--- src/rtl/mm_sequencer.sv ---
// Sequencer for the N x N matrix product C = A*B: walks i/j/k, issues operand
// reads, drives the MAC enables and writes each C element via a ready handshake.
module mm_sequencer #(
  parameter int N      = 4,
  parameter int AW     = 8,
  parameter int A_BASE = 0,
  parameter int B_BASE = 16,
  parameter int C_BASE = 32
) (
  input  logic          clk,
  input  logic          reset_n,
  input  logic          start,
  input  logic          abort,
  output logic          rd_en,
  output logic [AW-1:0] rd_addr_a,
  output logic [AW-1:0] rd_addr_b,
  output logic          mac_en,
  output logic          mac_first,
  output logic          wr_en,
  output logic [AW-1:0] wr_addr,
  input  logic          wr_ready,
  output logic          busy,
  output logic          done
);

  localparam int CW = ($clog2(N) < 1) ? 1 : $clog2(N);

  typedef enum logic [2:0] {
    S_IDLE,
    S_LOAD,
    S_DRAIN,
    S_WRITE,
    S_DONE
  } state_t;

  state_t        state, state_n;
  logic [CW-1:0] i, j, k;
  logic [CW-1:0] i_n, j_n, k_n;

  logic          rd_en_n, mac_en_n, mac_first_n, wr_en_n, busy_n, done_n;
  logic [AW-1:0] rd_addr_a_n, rd_addr_b_n, wr_addr_n;
  logic          last_elem;

  assign last_elem = (i == CW'(N - 1)) && (j == CW'(N - 1));

  always_comb begin
    state_n = state;
    i_n     = i;
    j_n     = j;
    k_n     = k;
    case (state)
      S_IDLE: begin
        if (start && !abort) begin
          state_n = S_LOAD;
          i_n     = '0;
          j_n     = '0;
          k_n     = '0;
        end
      end
      S_LOAD: begin
        if (k == CW'(N - 1)) begin
          k_n     = '0;
          state_n = S_DRAIN;
        end else begin
          k_n = k + CW'(1);
        end
      end
      S_DRAIN: state_n = S_WRITE;
      S_WRITE: begin
        if (wr_ready) begin
          if (last_elem) begin
            state_n = S_DONE;
          end else if (j != CW'(N - 1)) begin
            j_n     = j + CW'(1);
            state_n = S_LOAD;
          end else begin
            j_n     = '0;
            i_n     = i + CW'(1);
            state_n = S_LOAD;
          end
        end
      end
      S_DONE: begin
        state_n = S_IDLE;
        i_n     = '0;
        j_n     = '0;
      end
      default: state_n = S_IDLE;
    endcase
    // Abort overrides every transition out of a busy state, including a
    // write being accepted in the same cycle.
    if (abort && state != S_IDLE) begin
      state_n = S_IDLE;
      i_n     = '0;
      j_n     = '0;
      k_n     = '0;
    end
  end

  // Outputs are registered from the next-state view so they line up with state.
  always_comb begin
    rd_en_n     = (state_n == S_LOAD);
    wr_en_n     = (state_n == S_WRITE);
    busy_n      = (state_n != S_IDLE);
    done_n      = (state_n == S_DONE);
    mac_en_n    = rd_en && (state_n != S_IDLE);
    mac_first_n = mac_en_n && (k == '0);
    rd_addr_a_n = '0;
    rd_addr_b_n = '0;
    wr_addr_n   = '0;
    if (rd_en_n) begin
      rd_addr_a_n = AW'(A_BASE) + AW'(i_n) * AW'(N) + AW'(k_n);
      rd_addr_b_n = AW'(B_BASE) + AW'(k_n) * AW'(N) + AW'(j_n);
    end
    if (wr_en_n) begin
      wr_addr_n = AW'(C_BASE) + AW'(i_n) * AW'(N) + AW'(j_n);
    end
  end

  always_ff @(posedge clk or negedge reset_n) begin
    if (!reset_n) begin
      state     <= S_IDLE;
      i         <= '0;
      j         <= '0;
      k         <= '0;
      rd_en     <= 1'b0;
      rd_addr_a <= '0;
      rd_addr_b <= '0;
      mac_en    <= 1'b0;
      mac_first <= 1'b0;
      wr_en     <= 1'b0;
      wr_addr   <= '0;
      busy      <= 1'b0;
      done      <= 1'b0;
    end else begin
      state     <= state_n;
      i         <= i_n;
      j         <= j_n;
      k         <= k_n;
      rd_en     <= rd_en_n;
      rd_addr_a <= rd_addr_a_n;
      rd_addr_b <= rd_addr_b_n;
      mac_en    <= mac_en_n;
      mac_first <= mac_first_n;
      wr_en     <= wr_en_n;
      wr_addr   <= wr_addr_n;
      busy      <= busy_n;
      done      <= done_n;
    end
  end

endmodule

--- config.mk ---
export PLATFORM = sky130hd
export DESIGN_NAME = mm_sequencer
export DESIGN_NICKNAME = d
export VERILOG_FILES = /design/src/rtl/mm_sequencer.sv
export SDC_FILE = /design/constraint.sdc
export NUM_CORES = 1
export LEC_CHECK = 0
export CAP_MARGIN = 20
export CORE_MARGIN = 2
export CORE_UTILIZATION = 42
export DETAILED_ROUTE_END_ITERATION = 6
export PLACE_DENSITY = 0.83
export SLEW_MARGIN = 10
export SYNTH_ARGS = -nofsm -noshare
export SYNTH_HDL_FRONTEND = slang
export SYNTH_SLANG_ARGS = --single-unit
--- constraint.sdc ---
create_clock -name clk -period 1.75 [get_ports clk]
set_clock_uncertainty 0.2 [all_clocks]
set_input_delay 0.175 -clock clk [delete_from_list [all_inputs] [get_ports clk]]
set_output_delay 0.175 -clock clk [all_outputs]
set_load 0.005 [all_outputs]
# Word level (Yosys, flattened, before mapping)
# Cells that the tools add are included.
dict set report op_classes {
  reduce_logical 10
  n_mux 25
  addsub 8
  n_eq_ne 11
}
# operator count
set ops {}
lappend ops {{2-bit two-way mux} 13}
lappend ops {{3-bit two-way mux} 5}
lappend ops {{2-bit one-hot mux with 3 select lines} 2}
lappend ops {{3-bit one-hot mux with 4 select lines} 1}
lappend ops {{3-bit by 2-bit == test with 1-bit output (second input constant)} 3}
lappend ops {{7-bit by 2-bit adder with 8-bit output} 1}
lappend ops {{8-bit two-way mux} 1}
lappend ops {{6-bit by 2-bit adder with 7-bit output} 1}
lappend ops {{6-bit by 4-bit adder with 7-bit output (first input constant)} 1}
lappend ops {{7-bit two-way mux} 1}
lappend ops {{2-bit by 1-bit adder with 2-bit output (second input constant)} 3}
lappend ops {{5-bit by 4-bit adder with 6-bit output (first input constant)} 1}
lappend ops {{2-bit == test (second input constant)} 3}
lappend ops {{3-bit by 1-bit == test with 1-bit output (second input constant)} 2}
lappend ops {{3-bit == test (second input constant)} 2}
lappend ops {{3-bit nonzero test} 2}
lappend ops {{4-bit by 2-bit adder with 5-bit output} 1}
lappend ops {{1-bit logical AND} 5}
lappend ops {{5-bit two-way mux} 1}
lappend ops {{2-bit one-hot mux with 2 select lines} 1}
lappend ops {{3-bit zero test} 1}
lappend ops {{2-bit zero test} 1}
lappend ops {{2-bit != test (second input constant)} 1}
lappend ops {{1-bit zero test} 1}
dict set report totals {
  elab_cells 67
  in_bits 5
  regBits 39
}

# Logic depth before layout (Yosys ltp)
dict set report logic_depth {
  depth_word 9
  depth_mapped 7
  mapped_depth_nobuf 7
}

# Least setup slack after synthesis
# OpenSTA, ideal clock, no wires.
dict set report synth_path {
  kind {reg-to-reg}
  from {reg k[0]}
  to {reg rd_addr_b[2]}
  arrival_ns 1.522
  t_required_ns 1.482
  path_stages_with_launch 7
  period_less_slack_ns 1.789
  path_buffers 0
  slack_ns -0.039
  cell_sequence {dfrtp_1 -> ha_1 -> or4b_4 -> nor2_1 -> a21oi_1 -> o21bai_2 -> and4_1}
}
dict set report synth_via {
  elab_chain_len 7
  elab_cells_between_ends 13
  cone_classes {3 x add/sub; 2 x eq/ne; 8 x mux}
}
# element line
set synth_rtl {}
lappend synth_rtl {{start, declared} 37} ;# logic [CW-1:0] i, j, k;
lappend synth_rtl {{start signal, assigned} 139} ;# k <= k_n;
lappend synth_rtl {{2-bit by 1-bit adder with 2-bit output or 2-bit == test (tied branches)} {65, 61}}
lappend synth_rtl {{2-bit two-way mux} 61} ;# if (k == CW'(N - 1)) begin
lappend synth_rtl {{2-bit one-hot mux with 2 select lines (*)} 51} ;# case (state)
lappend synth_rtl {{2-bit two-way mux (*)} 92} ;# if (abort && state != S_IDLE) begin
lappend synth_rtl {{via k_n[0]} 38} ;# logic [CW-1:0] i_n, j_n, k_n;
lappend synth_rtl {{5-bit by 4-bit adder with 6-bit output (*)} 113} ;# rd_addr_b_n = AW'(B_BASE) + AW'(k_n) * AW'(N) + AW'(j_n);
lappend synth_rtl {{6-bit by 2-bit adder with 7-bit output (*)} 113}
lappend synth_rtl {{7-bit two-way mux (*)} 111} ;# if (rd_en_n) begin
lappend synth_rtl {{end signal, assigned} 142} ;# rd_addr_b <= rd_addr_b_n;
lappend synth_rtl {{end, declared} 16} ;# output logic [AW-1:0] rd_addr_b,
# The timed path passes the listed nets; every way through them passes the cells marked *.

# Worst setup path after layout
dict set report layout_path {
  from {reg k[0]}
  to {reg rd_addr_b[2]}
}
dict set report layout_via {
  elab_cells_between_ends 13
  cone_classes {3 x add/sub; 2 x eq/ne; 8 x mux}
}
# element line
set layout_rtl {}
lappend layout_rtl {{2-bit == test} 61}
lappend layout_rtl {{3-bit two-way mux} 61}
lappend layout_rtl {{3-bit one-hot mux with 4 select lines} 51}
lappend layout_rtl {{3-bit two-way mux} 92}
lappend layout_rtl {{via state_n[0]} 36} ;# state_t state, state_n;
lappend layout_rtl {{3-bit by 1-bit == test with 1-bit output} 102} ;# rd_en_n = (state_n == S_LOAD);
lappend layout_rtl {{7-bit two-way mux} 111}
# The timed path passes the listed nets, and every way through them passes these cells.

==> metrics <==
outcome=finished, violations left; failing checks=setup timing; layout cell share with drive strength beyond 1=33.1%; initial antenna violation count=0; Max VDD drop=739 uV; crit path capture=rd_addr_b[2]; fmax=0.523 GHz; row count=19; CP Capture Type=flip-flop; Startpoint Class=flip-flop; die height=57.7 um; beginning of the critical path=k[0]; PortBufs=24; Setup CP Type=flip-flop to flip-flop; maxcap violations=0; Warnings, synthesis=0; hold_ws=roughly 9 ps; Comb pwr share=44.8%; RR Startpoint=k[0]; CTS sink count=25; asr flop ratio synth=100%; via count=approximately 920; number of synthesized flops with an enable pin=0; Final Hold Fails=0; final setup margin=-161 ps; WL/cell=14.2 um; Clk pwr share=13.9%; fin nets=164; met3 routed WL=around 110 um; Worst-Skew Late Latency=310 ps; critical path cell sequence=ha_2, or4b_4, o211ai_4, and2_1, and4_1; Synth cell types=37; RSZ-0062 raised after global routing=true; WL met2=1480 um; Placeable Area=approximately 0.0028 sq mm; clk slew on worst S/H paths=about 130 ps; Top FF cell, synth=dfrtp_1; I/O pin cnt=35; sequential area share after synthesis=roughly half; global route overflow=0; Slowest-stage cell, CP=or4b_4; Die Wd=57.7 um; final cycle utilization of the critical path=109%; max-slew violation count=0; CTS Root Cell=clkbuf_4; first-pass GRT wire length=~4100 um; flop2flop setup slack=-160 ps; Final min period=1910 ps; H-tree Lvls=1; Crit Path Max Fanout=4; area of the mapped netlist=0.00121 sq mm; post-DP HPWL=1950 um; Post-Route Utilization=approximately three fifths; crit-path leading delay family=simple AND/OR/NAND/NOR gates; GRT Util Overall=15.8%; cell count after synthesis=115; Syn Area/Cell=roughly 11 sq um; TNS Setup=-903 ps; Worst path depth=5; Reg2Reg Depth=5; internal power=1.20 mW; largest net degree at the start of global routing=26; CTS tree=done; crit path DAT=1970 ps; Top Metal Used=met3; Initial Util=43.9%; reg-to-reg critical path endpoint=rd_addr_b[2]; area grow syn2layout=38.2%; clk buf depth=2; vias in the first global route=roughly 950; Lkg Pwr=0.811 nW; DR DRC count=0; pwr dens=1070 mW/mm^2; # setup viols final=15; Detailed Route Iter0 Violations=7; Net Sw Frac=32.9%; Ant. Diodes=0; gpl congestion=0.837; Antenna Nets Post-Route=0; placed instance area=0.00154 sq mm; Pwr Total=1.79 mW; CTS Buf Count=3; post-layout instance area=0.00167 sq mm; final WL=2640 um; Yosys reg bits=25; Reg power frac=about 41%; Net Sw Power=0.589 mW; iteration count of the initial detailed-routing pass=4; CP peak stage delay=about 520 ps; wire length on met1=1040 um; Buffers & Inverters on Critical Path=0; drt via density=4.96; Hold WC Path Type=primary input to async pin; Critical Path RT=1810 ps; die area=0.00333 sq mm
==> power by group through the flow <==
stage	sequential (mW)	combinational, mW	clock (mW)
finish	0.738	0.801	0.249
global route	0.755	0.881	0.279
CTS	0.735	0.729	0.258
detailed placement	0.747	0.710	0
global placement	0.737	0.686	0
floorplan	0.734	0.394	0
==> cell usage after synthesis (all sizes together) (2+ instances only) <==
cell	count	area, sq um
inv	12	45.0
nand2b	3	18.8
dfrtp	25	626
nor2b	3	18.8
o21ai	4	20.0
nand2	5	18.8
a32oi	2	17.5
buf	16	118
ha	4	50.1
nor2	14	52.6
a21oi	3	15.0
==> metal layers <==
layer / up-vias / GRT usage [%]
li1: 436 / -
met1: 459 / 18.2
met2: 22 / 30.4
met3: 0 / 4.46
met4: 0 / 0.997
met5: - / 0
==> state kept, by name, indices dropped and copies added (netlist names), 2 cells and up <==
name / flops
state: 3
wr_addr: 5
rd_addr_b: 5
j: 2
k: 2
i: 2
rd_addr_a: 2
==> placed cells by master, fill, tap and decap left out, drive strengths merged, types with 2 or more instances in the layout <==
cell            n
dfrtp          25
clkdlybuf4s50  24
buf            18
nor2           14
inv            12
conb           10
nand2           5
o21ai           4
ha              4
clkbuf          4
nor2b           3
a21oi           3
nand2b          3
a32oi           2
==> cell families (layout without fill, tap and decap cells) <==
| logic type | after synthesis | after routing | synth area share, % |
|---|---|---|---|
| compound gates | 18 | 18 | 11.6 |
| fa+ha+maj | 4 | 4 | 4.14 |
| buf+inv | 28 | 58 | 13.4 |
| flops | 25 | 25 | 51.7 |
| mux | 1 | 1 | 0.827 |
| other cells | 1 | 10 | 0.310 |
| simple gates | 38 | 38 | 18.0 |
==> stage by stage <==
| stage | std cells | setup slack (ps) |
|---|---|---|
| after CTS | 183 | -155 |
| final | 185 | -161 |
| after global placement | 180 | -148 |
| after floorplan | 124 | -31.1 |
| after detailed placement | 180 | -198 |
| after global routing | 185 | -228 |
==> cell type report <==
class / instances / area (sq um)
fill: 236 / 1090
clock buffer: 4 / 26.3
timing repair buffer: 42 / 383
sequential: 25 / 629
tap: 31 / 38.8
inverter: 12 / 45.0
multi-input combinational: 71 / 549
==> worst min path at each step <==
stage | start | to | slack, ps | depth (start not counted)
global placement | j[1] | j[1] | 310 | 2
floorplan | reset_n | busy | -320 | 0
CTS | reset_n | k[0] | 10 | 2
global route | reset_n | rd_addr_b[3] | 20 | 2
detailed placement | j[1] | j[1] | 340 | 2
finish | reset_n | rd_addr_b[3] | 9 | 2
==> repair_timing <==
| action | CTS | global route |
|---|---|---|
| pin swaps | 7 | 8 |
| hold buffers | 0 | 0 |
| endpoints found under the setup margin | 15 | 20 |
| buffers inserted | 0 | 2 |
| gates resized for setup | 7 | 24 |
==> worst register-to-register path: stages (launching register included) <==
cell	delay, ps
dfrtp_1	410
ha_2	190
or4b_4	520
o211ai_4	150
and2_1	190
and4_1	190
(Power assumes the default switching activity.)
